==> config.mk <==
export PLATFORM = sky130hd
export DESIGN_NAME = int2float_iter
export DESIGN_NICKNAME = d
export VERILOG_FILES = /design/src/rtl/int2float_iter.sv
export SDC_FILE = /design/constraint.sdc
export NUM_CORES = 1
export LEC_CHECK = 0
export BUFFER_PORTS_ARGS = -buffer_cell sky130_fd_sc_hd__buf_2
export CELL_PAD_IN_SITES_DETAIL_PLACEMENT = 1
export CELL_PAD_IN_SITES_GLOBAL_PLACEMENT = 2
export CORE_ASPECT_RATIO = 0.5
export CORE_MARGIN = 3
export CORE_UTILIZATION = 30
export DETAILED_ROUTE_END_ITERATION = 10
export PLACE_DENSITY_LB_ADDON = 0.3
export SETUP_SLACK_MARGIN = 0.05
export SLEW_MARGIN = 40
export SYNTH_ARGS = -nofsm -noshare
export SYNTH_HDL_FRONTEND = slang
export SYNTH_SLANG_ARGS = --single-unit
==> constraint.sdc <==
create_clock -name clk -period 2.5 [get_ports clk]
set_input_delay 0.25 -clock clk [delete_from_list [all_inputs] [get_ports clk]]
set_output_delay 0.25 -clock clk [all_outputs]
set_load 0.005 [all_outputs]
==> src/rtl/int2float_iter.sv <==
// Multi-cycle signed 32-bit integer to IEEE-754 single conversion (CVT.S.W).
// Normalises with coarse/fine left shifts, then rounds per the latched FCSR mode.
module int2float_iter #(
    parameter int SHIFT_STEP = 8
) (
    input  logic        clk,
    input  logic        rst,
    input  logic        flush,
    input  logic        in_valid,
    output logic        in_ready,
    input  logic [31:0] in_int,
    input  logic [1:0]  in_rm,
    output logic        out_valid,
    input  logic        out_ready,
    output logic [31:0] out_float,
    output logic        out_inexact
);

    // Handshake: an operand transfers on in_valid & in_ready (only in IDLE);
    // a result transfers on out_valid & out_ready (only in DONE) and stays
    // stable until then. flush drops whatever is in flight.
    localparam logic [1:0] IDLE  = 2'd0;
    localparam logic [1:0] NORM  = 2'd1;
    localparam logic [1:0] ROUND = 2'd2;
    localparam logic [1:0] DONE  = 2'd3;

    localparam logic [1:0] RM_RN = 2'd0;
    localparam logic [1:0] RM_RZ = 2'd1;
    localparam logic [1:0] RM_RP = 2'd2;

    logic [1:0]  state;
    logic        sign;
    logic [31:0] mag;
    logic [7:0]  expn;
    logic [1:0]  rm;

    logic        coarse_ok;
    logic [22:0] frac;
    logic        g_bit;
    logic        s_bit;
    logic        lsb_bit;
    logic        inc;
    logic [22:0] frac_rnd;
    logic [7:0]  exp_rnd;

    assign in_ready  = (state == IDLE);
    assign out_valid = (state == DONE);

    // A whole coarse step is safe only when none of its bits would leave the top.
    assign coarse_ok = (mag[31 -: SHIFT_STEP] == '0);

    always_comb begin
        frac    = mag[30:8];
        g_bit   = mag[7];
        s_bit   = |mag[6:0];
        lsb_bit = mag[8];
        case (rm)
            RM_RN:   inc = g_bit & (s_bit | lsb_bit);
            RM_RZ:   inc = 1'b0;
            RM_RP:   inc = ~sign & (g_bit | s_bit);
            default: inc = sign & (g_bit | s_bit);
        endcase
        // Mantissa carry-out wraps frac to zero and bumps the exponent; at most 159.
        frac_rnd = frac + {22'd0, inc};
        exp_rnd  = expn + {7'd0, (inc && (frac == 23'h7FFFFF))};
    end

    always_ff @(posedge clk) begin
        if (rst) begin
            state       <= IDLE;
            sign        <= 1'b0;
            mag         <= 32'd0;
            expn        <= 8'd0;
            rm          <= 2'd0;
            out_float   <= 32'd0;
            out_inexact <= 1'b0;
        end else if (flush) begin
            state <= IDLE;
        end else begin
            case (state)
                IDLE: begin
                    if (in_valid) begin
                        sign <= in_int[31];
                        mag  <= in_int[31] ? (~in_int + 32'd1) : in_int;
                        expn <= 8'd158;
                        rm   <= in_rm;
                        if (in_int == 32'd0) begin
                            out_float   <= 32'd0;
                            out_inexact <= 1'b0;
                            state       <= DONE;
                        end else begin
                            state <= NORM;
                        end
                    end
                end
                NORM: begin
                    if (mag[31]) begin
                        state <= ROUND;
                    end else if (coarse_ok) begin
                        mag  <= mag << SHIFT_STEP;
                        expn <= expn - 8'(SHIFT_STEP);
                    end else begin
                        mag  <= mag << 1;
                        expn <= expn - 8'd1;
                    end
                end
                ROUND: begin
                    out_float   <= {sign, exp_rnd, frac_rnd};
                    out_inexact <= g_bit | s_bit;
                    state       <= DONE;
                end
                DONE: begin
                    if (out_ready) begin
                        state <= IDLE;
                    end
                end
                default: state <= IDLE;
            endcase
        end
    end

endmodule

After elaboration in Yosys (flattened, before gate mapping)
Index checks and enable logic that the tools add are counted.
- register bits: 78
- input bits: 39
- word-level logic and storage cells: 67
- $add $sub $neg: 5
- equality and inequality tests: 11
- mux-type cells: 21
- bitwise gates (word level): 8
- reduce and logical (&&, ||, !) cells: 14
- operators by type and width (operator ; count):
    32-bit two-way mux ; 6
    32-bit case mux with 2 select lines ; 2
    32-bit by 1-bit adder with 32-bit output, second input constant ; 1
    32-bit zero test ; 1
    32-bit NOT ; 1
    8-bit two-way mux ; 3
    23-bit by 1-bit adder with 23-bit output ; 1
    23-bit == test, second input constant ; 1
    8-bit case mux with 2 select lines ; 1
    3-bit AND reduction ; 3
    8-bit by 1-bit adder with 8-bit output ; 1
    8-bit zero test ; 1
    2-bit two-way mux ; 4
    2-bit case mux with 4 select lines ; 1
    4-bit AND reduction ; 2
    8-bit by 1-bit subtractor with 8-bit output, second input constant ; 1
    8-bit by 4-bit subtractor with 8-bit output, second input constant ; 1
    7-bit OR reduction ; 1
    2-bit == test, second input constant ; 3
    2-bit inequality test, second input constant ; 3
    2-bit by 1-bit == test with 1-bit output, second input constant ; 2
    2-bit zero test ; 2
    2-bit by 1-bit inequality test with 1-bit output, second input constant ; 2
    2-bit nonzero test ; 2
    8 further kinds ; 13

Longest topological paths before layout
Gate-level depths: netlist of the first run.
- depth after elaboration: 7
- gate-level depth with buffers: 12

Least setup slack after synthesis of the first run
OpenSTA, ideal clock, no wires.
- kind: in2reg
- start point: input port in_int[17]
- end point: register out_float[31]
- library setup time: 117 ps
- arrival time: 2357 ps
- slack: 26 ps
- stages on the path: 8
- path buffers: 2
- path through: or3_4 > or3_1 > buf_6 > or4_4 > a21oi_4 > nor2_4 > buf_6 > a22o_1
- word-level cells in the longest chain between the ends: 3
- ends and longest elaborated chain (item ; RTL line ; RTL):
    from (decl) ; 11 ; input logic [31:0] in_int,
    32-bit zero test ; 87 ; if (in_int == 32'd0) begin
    2-bit by 1-bit inequality test with 1-bit output (no line) ; - ;
    4-bit AND reduction (no line) ; - ;
    to (signal assigned) ; 108 ; out_float <= {sign, exp_rnd, frac_rnd};
    to (decl) ; 15 ; output logic [31:0] out_float,
No other way between the ends.
A chain may end at the register's enable or synchronous reset.

Worst setup path after layout of the first run
- start point: register sign
- end point: register out_float[15]
- word-level cells in the longest chain between the ends: 5
- elaborated cells on any way between the ends: 6
- ends and longest elaborated chain (item ; RTL line ; RTL):
    from (decl) ; 32 ; logic sign;
    from (signal assigned) ; 83 ; sign <= in_int[31];
    1-bit NOT ; 60 ; RM_RP: inc = ~sign & (g_bit | s_bit);
    1-bit bitwise AND ; 60 ;
    1-bit case mux with 3 select lines * ; 57 ; case (rm)
    23-bit by 1-bit adder with 23-bit output * ; 64 ; frac_rnd = frac + {22'd0, inc};
    32-bit case mux with 2 select lines * ; 80 ; case (state)
Mark *: on every way between the ends. The rest lies on a longest branch, timed or not.

==> results of run 1 <==
-- synth_stat cells (2+ instances only) --
| cell type | n | area, µm² |
|---|---|---|
| a221oi_1 | 11 | 96.3 |
| nor2_1 | 61 | 229 |
| a31oi_1 | 4 | 25.0 |
| o22ai_1 | 3 | 18.8 |
| and3_1 | 2 | 12.5 |
| a211oi_1 | 6 | 45.0 |
| ha_1 | 12 | 150 |
| or4_1 | 8 | 60.1 |
| clkbuf_1 | 43 | 161 |
| buf_6 | 3 | 33.8 |
| and4_1 | 3 | 26.3 |
| inv_1 | 16 | 60.1 |
| a22o_1 | 14 | 123 |
| mux2i_1 | 13 | 130 |
| o31ai_1 | 12 | 90.1 |
| o221ai_1 | 11 | 96.3 |
| a21oi_1 | 46 | 230 |
| o21ai_0 | 11 | 55.1 |
| nor4_1 | 9 | 56.3 |
| or4_4 | 2 | 22.5 |
| o2bb2ai_1 | 2 | 17.5 |
| buf_2 | 2 | 10.0 |
| o211a_1 | 5 | 50.1 |
| xor2_1 | 24 | 210 |
| xnor2_1 | 35 | 307 |
| nand2b_1 | 7 | 43.8 |
| nand4_1 | 8 | 50.1 |
| a222oi_1 | 5 | 50.1 |
| o41ai_1 | 8 | 70.1 |
| dfxtp_1 | 78 | 1560 |
| or3_1 | 10 | 62.6 |
| nand3_1 | 29 | 145 |
| nand2_1 | 50 | 188 |
| nor3_1 | 16 | 80.1 |
-- worst register-to-register path: stages, from the launching register on --
cell and delay (ns):
dfxtp_2 0.34, nand2_2 0.07, xor2_2 0.18, o31ai_2 0.09, nor2_2 0.21, ha_2 0.24
nand4_1 0.12, or4_4 0.63, nor2_4 0.11, xor2_1 0.16, nand3_1 0.10, a21oi_1 0.15
-- registers in the layout, summed over array words and instances, names as in the netlist --
name	flops
rm	2
expn	8
out_inexact	1
sign	1
out_float	32
state	2
mag	32
-- per-stage QoR --
| stage | utilization [%] | hold WS [ns] | std cells |
|---|---|---|---|
| 6_report | 42.2 | 0.144 | 904 |
| 2_1_floorplan | - | 0.333 | 592 |
| 3_5_place_dp | 38.5 | 0.447 | 887 |
| 3_3_place_gp | 38.5 | 0.440 | 887 |
| 5_1_grt | 42.2 | 0.163 | 904 |
| 4_1_cts | 40.7 | 0.140 | 902 |
-- power by group --
part | switching, mW | internal [mW] | leakage [nW] | total [mW]
clock network | 0.549 | 0.873 | 0.149 | 1.42
registers | 0.0746 | 1.31 | 0.636 | 1.38
logic | 0.506 | 0.349 | 1.77 | 0.854
-- placed cells by master (no fill, tap or decap), types with 16 or more instances in the layout --
cell and n:
nor2_1 55, a21oi_1 44, nand3_1 26, dfxtp_1 74, buf_4 69, nand2_1 49, buf_2 73, inv_1 16
xor2_1 22, xnor2_1 29
-- worst max-delay path by stage --
stage,start,endpoint
4_1_cts,sign,out_float[21]
3_5_place_dp,in_int[11],out_float[6]
5_1_grt,sign,out_float[21]
3_3_place_gp,sign,out_float[21]
6_report,sign,out_float[15]
2_1_floorplan,in_int[22],out_float[31]
-- cell families (layout without fill, tap and decap cells) --
family,count (synthesis),count (layout),synth area share (%)
flops,78,78,32.7
fa+ha+maj,12,12,3.14
simple gates,215,215,22.5
xor+xnor,59,59,10.8
buf+inv,66,180,5.71
mux,14,14,2.96
compound gates,148,148,22.2
-- final cells by class --
class,count,area (µm²)
clock buffer,10,229
clock inverter,5,85.1
fill,1782,8680
inverter,17,63.8
multi-input combinational,448,3160
sequential,78,1570
tap,198,248
timing repair buffer,148,981
-- timing repair --
action,4_1_cts,5_1_grt
gates resized for setup,3,47
endpoints found under the setup margin,8,25
pin swaps,1,20
hold endpoints to repair,0,0
buffers inserted,0,2
gates cloned,0,0
-- per-layer routing --
layer  track usage (%)  wire, µm
met1              29.7      9190
met2              32.3      7680
met3              4.27      1140
met4              3.90       152
met5                 0         7
==> flow_summary.toml, run 1 <==
[floorplanning]
rows = 31
die_h_um = 95.3
core_area_um2 = 15000
ios = 74
start_util_pct = 31.8
die-area_um2 = 17600
die_width_um = 185

[min_path]
min_to = "rm[1]"
hold_depth = 3
hp-start = "in_rm[1]"
hold_class = "in2reg"

[synthesis]
synth-edff-count = 0
syn_area_um2 = 4780
postSynth.asyncResetShare_pct = 0
avgSynthCellArea_um2 = 8.07
synth_flop_cell = "dfxtp_1"
syn_inst = 592
synth_cell_type_count = 57
ys_ff_latch = 78
yosysSeqAreaShare_pct = 32.7
syn-num-nets = 643
ys_warn_count = 0

[timing]
finClkSkew_ns = 0.0100
maxSlewViolCount = 0
tightest_slew_ns = 0.460
setup_viol = 0
relSlewSlack_pct = 69.1
tns_ns = 0
hold_viol_final = 0
timing.final.crit_period_ns = 2.47
period_share_pct = 98.9
timing.final.ws_setup_ns = 0.0264
rsz0062_at_grt = "yes"
clock.fmax_mhz = 404

[worst_setup_path]
cp.depth = 11
cp.arrival_ns = 2.75
slowest_stage = "or4_4"
slowest_delay_ns = 0.63
path_cells = "nand2_2, xor2_2, o31ai_2, nor2_2, ha_2, nand4_1, or4_4, nor2_4, xor2_1, nand3_1, a21oi_1"
path_class = "reg2reg"
worstPathMaxFanout = 5
end_kind = "register"
worstReg2RegEnd = "out_float[15]"
critPathLaunchType = "register"
cp_num_buf_inv = 0
required_ns = 2.77
r2r_start = "sign"
regToRegSetupSlack_ns = 0.03
critical_path.top_delay_family = "simple AND/OR/NAND/NOR gates"
r2r_cells = 11

[route]
drtIter0Drc = 341
drc = 0
via_count = 4960
drt-total-wl_um = 18200
vias_per_cell = 5.49
ant_nets = 0
wl_per_cell_um = 20.1
first_pass_iters = 5

[cts]
cts_buffer_depth = 2
ctsHoldBuffers = 0
clk_latency_ns = 0.34
htree_levels = 3
cts_tree = "built"
cts_buffers = 9
root_buffer = "clkbuf_16"
cts.clk_slew.worst_paths_ns = 0.06
cts.sinks = 78

[grt]
grt_usage_pct = 20.7
grt_pass1_vias = 4953
grt_start_max_net_pins = 29
overflow = 0
grt_first_pass_wirelength_um = 28100
antenna_found_initial = 1

[job]
cap_violations = 0

[place]
numPortBuffers = 73
post_dp_cell_area_um2 = 5780
hpwl_um = 13900
gp_routability_congestion = 0.906
place_ws_ns = -0.0290

[final_layout]
drive_gt1_share_pct = 30.2
n_antenna_cell = 0
syn_to_final_growth_pct = 32.4
final_cell_area_um2 = 6330
nets = 753

[power]
p_leak_nw = 2.55
p_per_area_nw_per_um2 = 578
power_mw = 3.66
irDropWorstVdd_mv = 0.322

[status]
outcome = "finished clean"
Power figures use the tool's default switching activity.
==> run 2: changes to the inputs <==
--- a/config.mk
+++ b/config.mk
@@ -12,7 +12,7 @@
 export CORE_MARGIN = 3
 export CORE_UTILIZATION = 30
 export DETAILED_ROUTE_END_ITERATION = 10
-export PLACE_DENSITY_LB_ADDON = 0.3
+export PLACE_DENSITY_LB_ADDON = 0.1
 export SETUP_SLACK_MARGIN = 0.05
 export SLEW_MARGIN = 40
 export SYNTH_ARGS = -nofsm -noshare
==> run 2 against run 1 <==
Compared with the run above: routed wire length decreased by 3.9%; register-to-register slack gained 0.04 ns; count of clock-buffer cells in the layout unchanged; sequential power is essentially flat; global-route usage down 0.94 points; final area is 0.18% higher; worst setup slack better by 0.038 ns; combinational power is 2.7% higher; die area is the same; largest power group is now sequential cells; highest routed layer is now met4.
==> flow_summary.toml, run 2 (same netlist as run 1, synthesis figures left out) <==
[status]
outcome = "finished clean"

[place]
numPortBuffers = 73
post_dp_cell_area_um2 = 5800
gp_routability_congestion = 0.837
hpwl_um = 13400

[grt]
grt_usage_pct = 19.7
grt_pass1_vias = 4807
overflow = 0
antenna_found_initial = 0
grt_first_pass_wirelength_um = 26800
grt_start_max_net_pins = 31

[worst_setup_path]
cp.arrival_ns = 2.67
worstPathMaxFanout = 3
end_kind = "register"
critPathLaunchType = "register"
path_class = "reg2reg"
worstReg2RegEnd = "out_float[29]"
crit_end = "out_float[29]"
critPathLaunch = "mag[6]"
r2r_cells = 12
r2r_start = "mag[6]"
required_ns = 2.73
regToRegSetupSlack_ns = 0.06

[timing]
clock.fmax_mhz = 411
period_share_pct = 97.4
maxSlewViolCount = 0
setup_viol = 0
timing.final.crit_period_ns = 2.44
finClkSkew_ns = 0.00889
tns_ns = 0
relSlewSlack_pct = 54.5
rsz0062_at_grt = "yes"
tightest_slew_ns = 0.683
hold_viol_final = 0

[power]
power_mw = 3.47
p_leak_nw = 2.53
irDropWorstVdd_mv = 0.307
p_per_area_nw_per_um2 = 548

[final_layout]
nets = 756
n_antenna_cell = 0
drive_gt1_share_pct = 30.2
syn_to_final_growth_pct = 32.7
final_common_cell = "dfxtp_1"
final_cell_mix = "74 x dfxtp_1, 73 x buf_2, 71 x buf_4"
reg_top3 = "mag x32, out_float x32, expn x8"
final_cell_area_um2 = 6340

[cts]
htree_levels = 3
cts.clk_slew.worst_paths_ns = 0.06
cts_buffers = 9
root_buffer = "clkbuf_16"
clk_latency_ns = 0.34
cts_tree = "built"
cts_buffer_depth = 2
cts.sinks = 78

[route]
ant_nets = 0
via_count = 4806
first_pass_iters = 5
drtIter0Drc = 279
vias_per_cell = 5.30
drc = 0
drt-total-wl_um = 17500
wl_per_cell_um = 19.3

[min_path]
hold_class = "in2reg"

[floorplanning]
ios = 74
die_width_um = 185
start_util_pct = 31.8
die-area_um2 = 17600
rows = 31
die_h_um = 95.3
core_area_um2 = 15000

[job]
cap_violations = 0
==> run 2: cell types whose count changed in the layout (fill, tap and decap cells not counted), sizes merged <==
| cell | before | now |
|---|---|---|
| inv | 16 | 17 |
| clkinvlp | 1 | 3 |
| bufinv | 2 | 0 |
| clkinv | 3 | 2 |
| buf | 148 | 151 |
==> run 2: metrics by stage <==
step / hold WS [ns] / utilization (%) / instances / setup WS (ns)
after floorplan: 0.333 / - / 592 / 0.0502
after global placement: 0.437 / 38.6 / 888 / -0.0713
after detailed placement: 0.444 / 38.6 / 888 / -0.0735
after CTS: 0.140 / 40.6 / 903 / 0.0366
after global routing: 0.174 / 42.2 / 907 / -0.0515
final: 0.148 / 42.2 / 907 / 0.0644
==> run 2: how the worst min path moves through the flow <==
stage / endpoint / from / cells after the start / slack, ns
6_report: rm[0] / in_rm[0] / 3 / 0.15
5_1_grt: state[0] / flush / 2 / 0.17
4_1_cts: rm[1] / in_rm[1] / 3 / 0.14
3_5_place_dp: out_float[15] / out_float[15] / 2 / 0.44
3_3_place_gp: out_float[25] / out_float[25] / 2 / 0.44
2_1_floorplan: state[0] / flush / 1 / 0.33
==> run 2: critical path, stage by stage, from the launching register on <==
cell     delay (ns)
dfxtp_2        0.34
nor4_4         0.29
nand2_2        0.13
o31ai_4        0.29
nor2_4         0.08
buf_6          0.11
and3b_2        0.21
ha_4           0.18
ha_4           0.16
and3_4         0.20
nand3_4        0.09
xnor2_2        0.07
a22o_1         0.17
==> run 2: layout make-up <==
| class | count | area (µm²) |
|---|---|---|
| clock buffer | 10 | 229 |
| clock inverter | 5 | 36.3 |
| fill | 1796 | 8670 |
| inverter | 17 | 63.8 |
| multi-input combinational | 448 | 3190 |
| sequential | 78 | 1570 |
| tap | 198 | 248 |
| timing repair buffer | 151 | 1010 |
==> run 2: power by group <==
group | internal [mW] | total, mW | switching (mW)
Sequential | 1.31 | 1.39 | 0.0785
Combinational | 0.368 | 0.877 | 0.509
Clock | 0.669 | 1.21 | 0.541
==> run 2: repair_timing <==
action,in CTS,in global routing
hold buffers,0,0
setup endpoints to repair,11,33
cloned,0,0
pin swaps,0,31
buffers inserted,0,4
gates resized for setup,5,45
==> run 2: layer usage <==
| layer | wire length (µm) | vias up | GRT usage [%] |
|---|---|---|---|
| li1 | - | 2391 | - |
| met1 | 9030 | 2325 | 29.0 |
| met2 | 7590 | 82 | 30.0 |
| met3 | 703 | 8 | 3.62 |
| met4 | 138 | 0 | 4.34 |
| met5 | 0 | - | 0 |
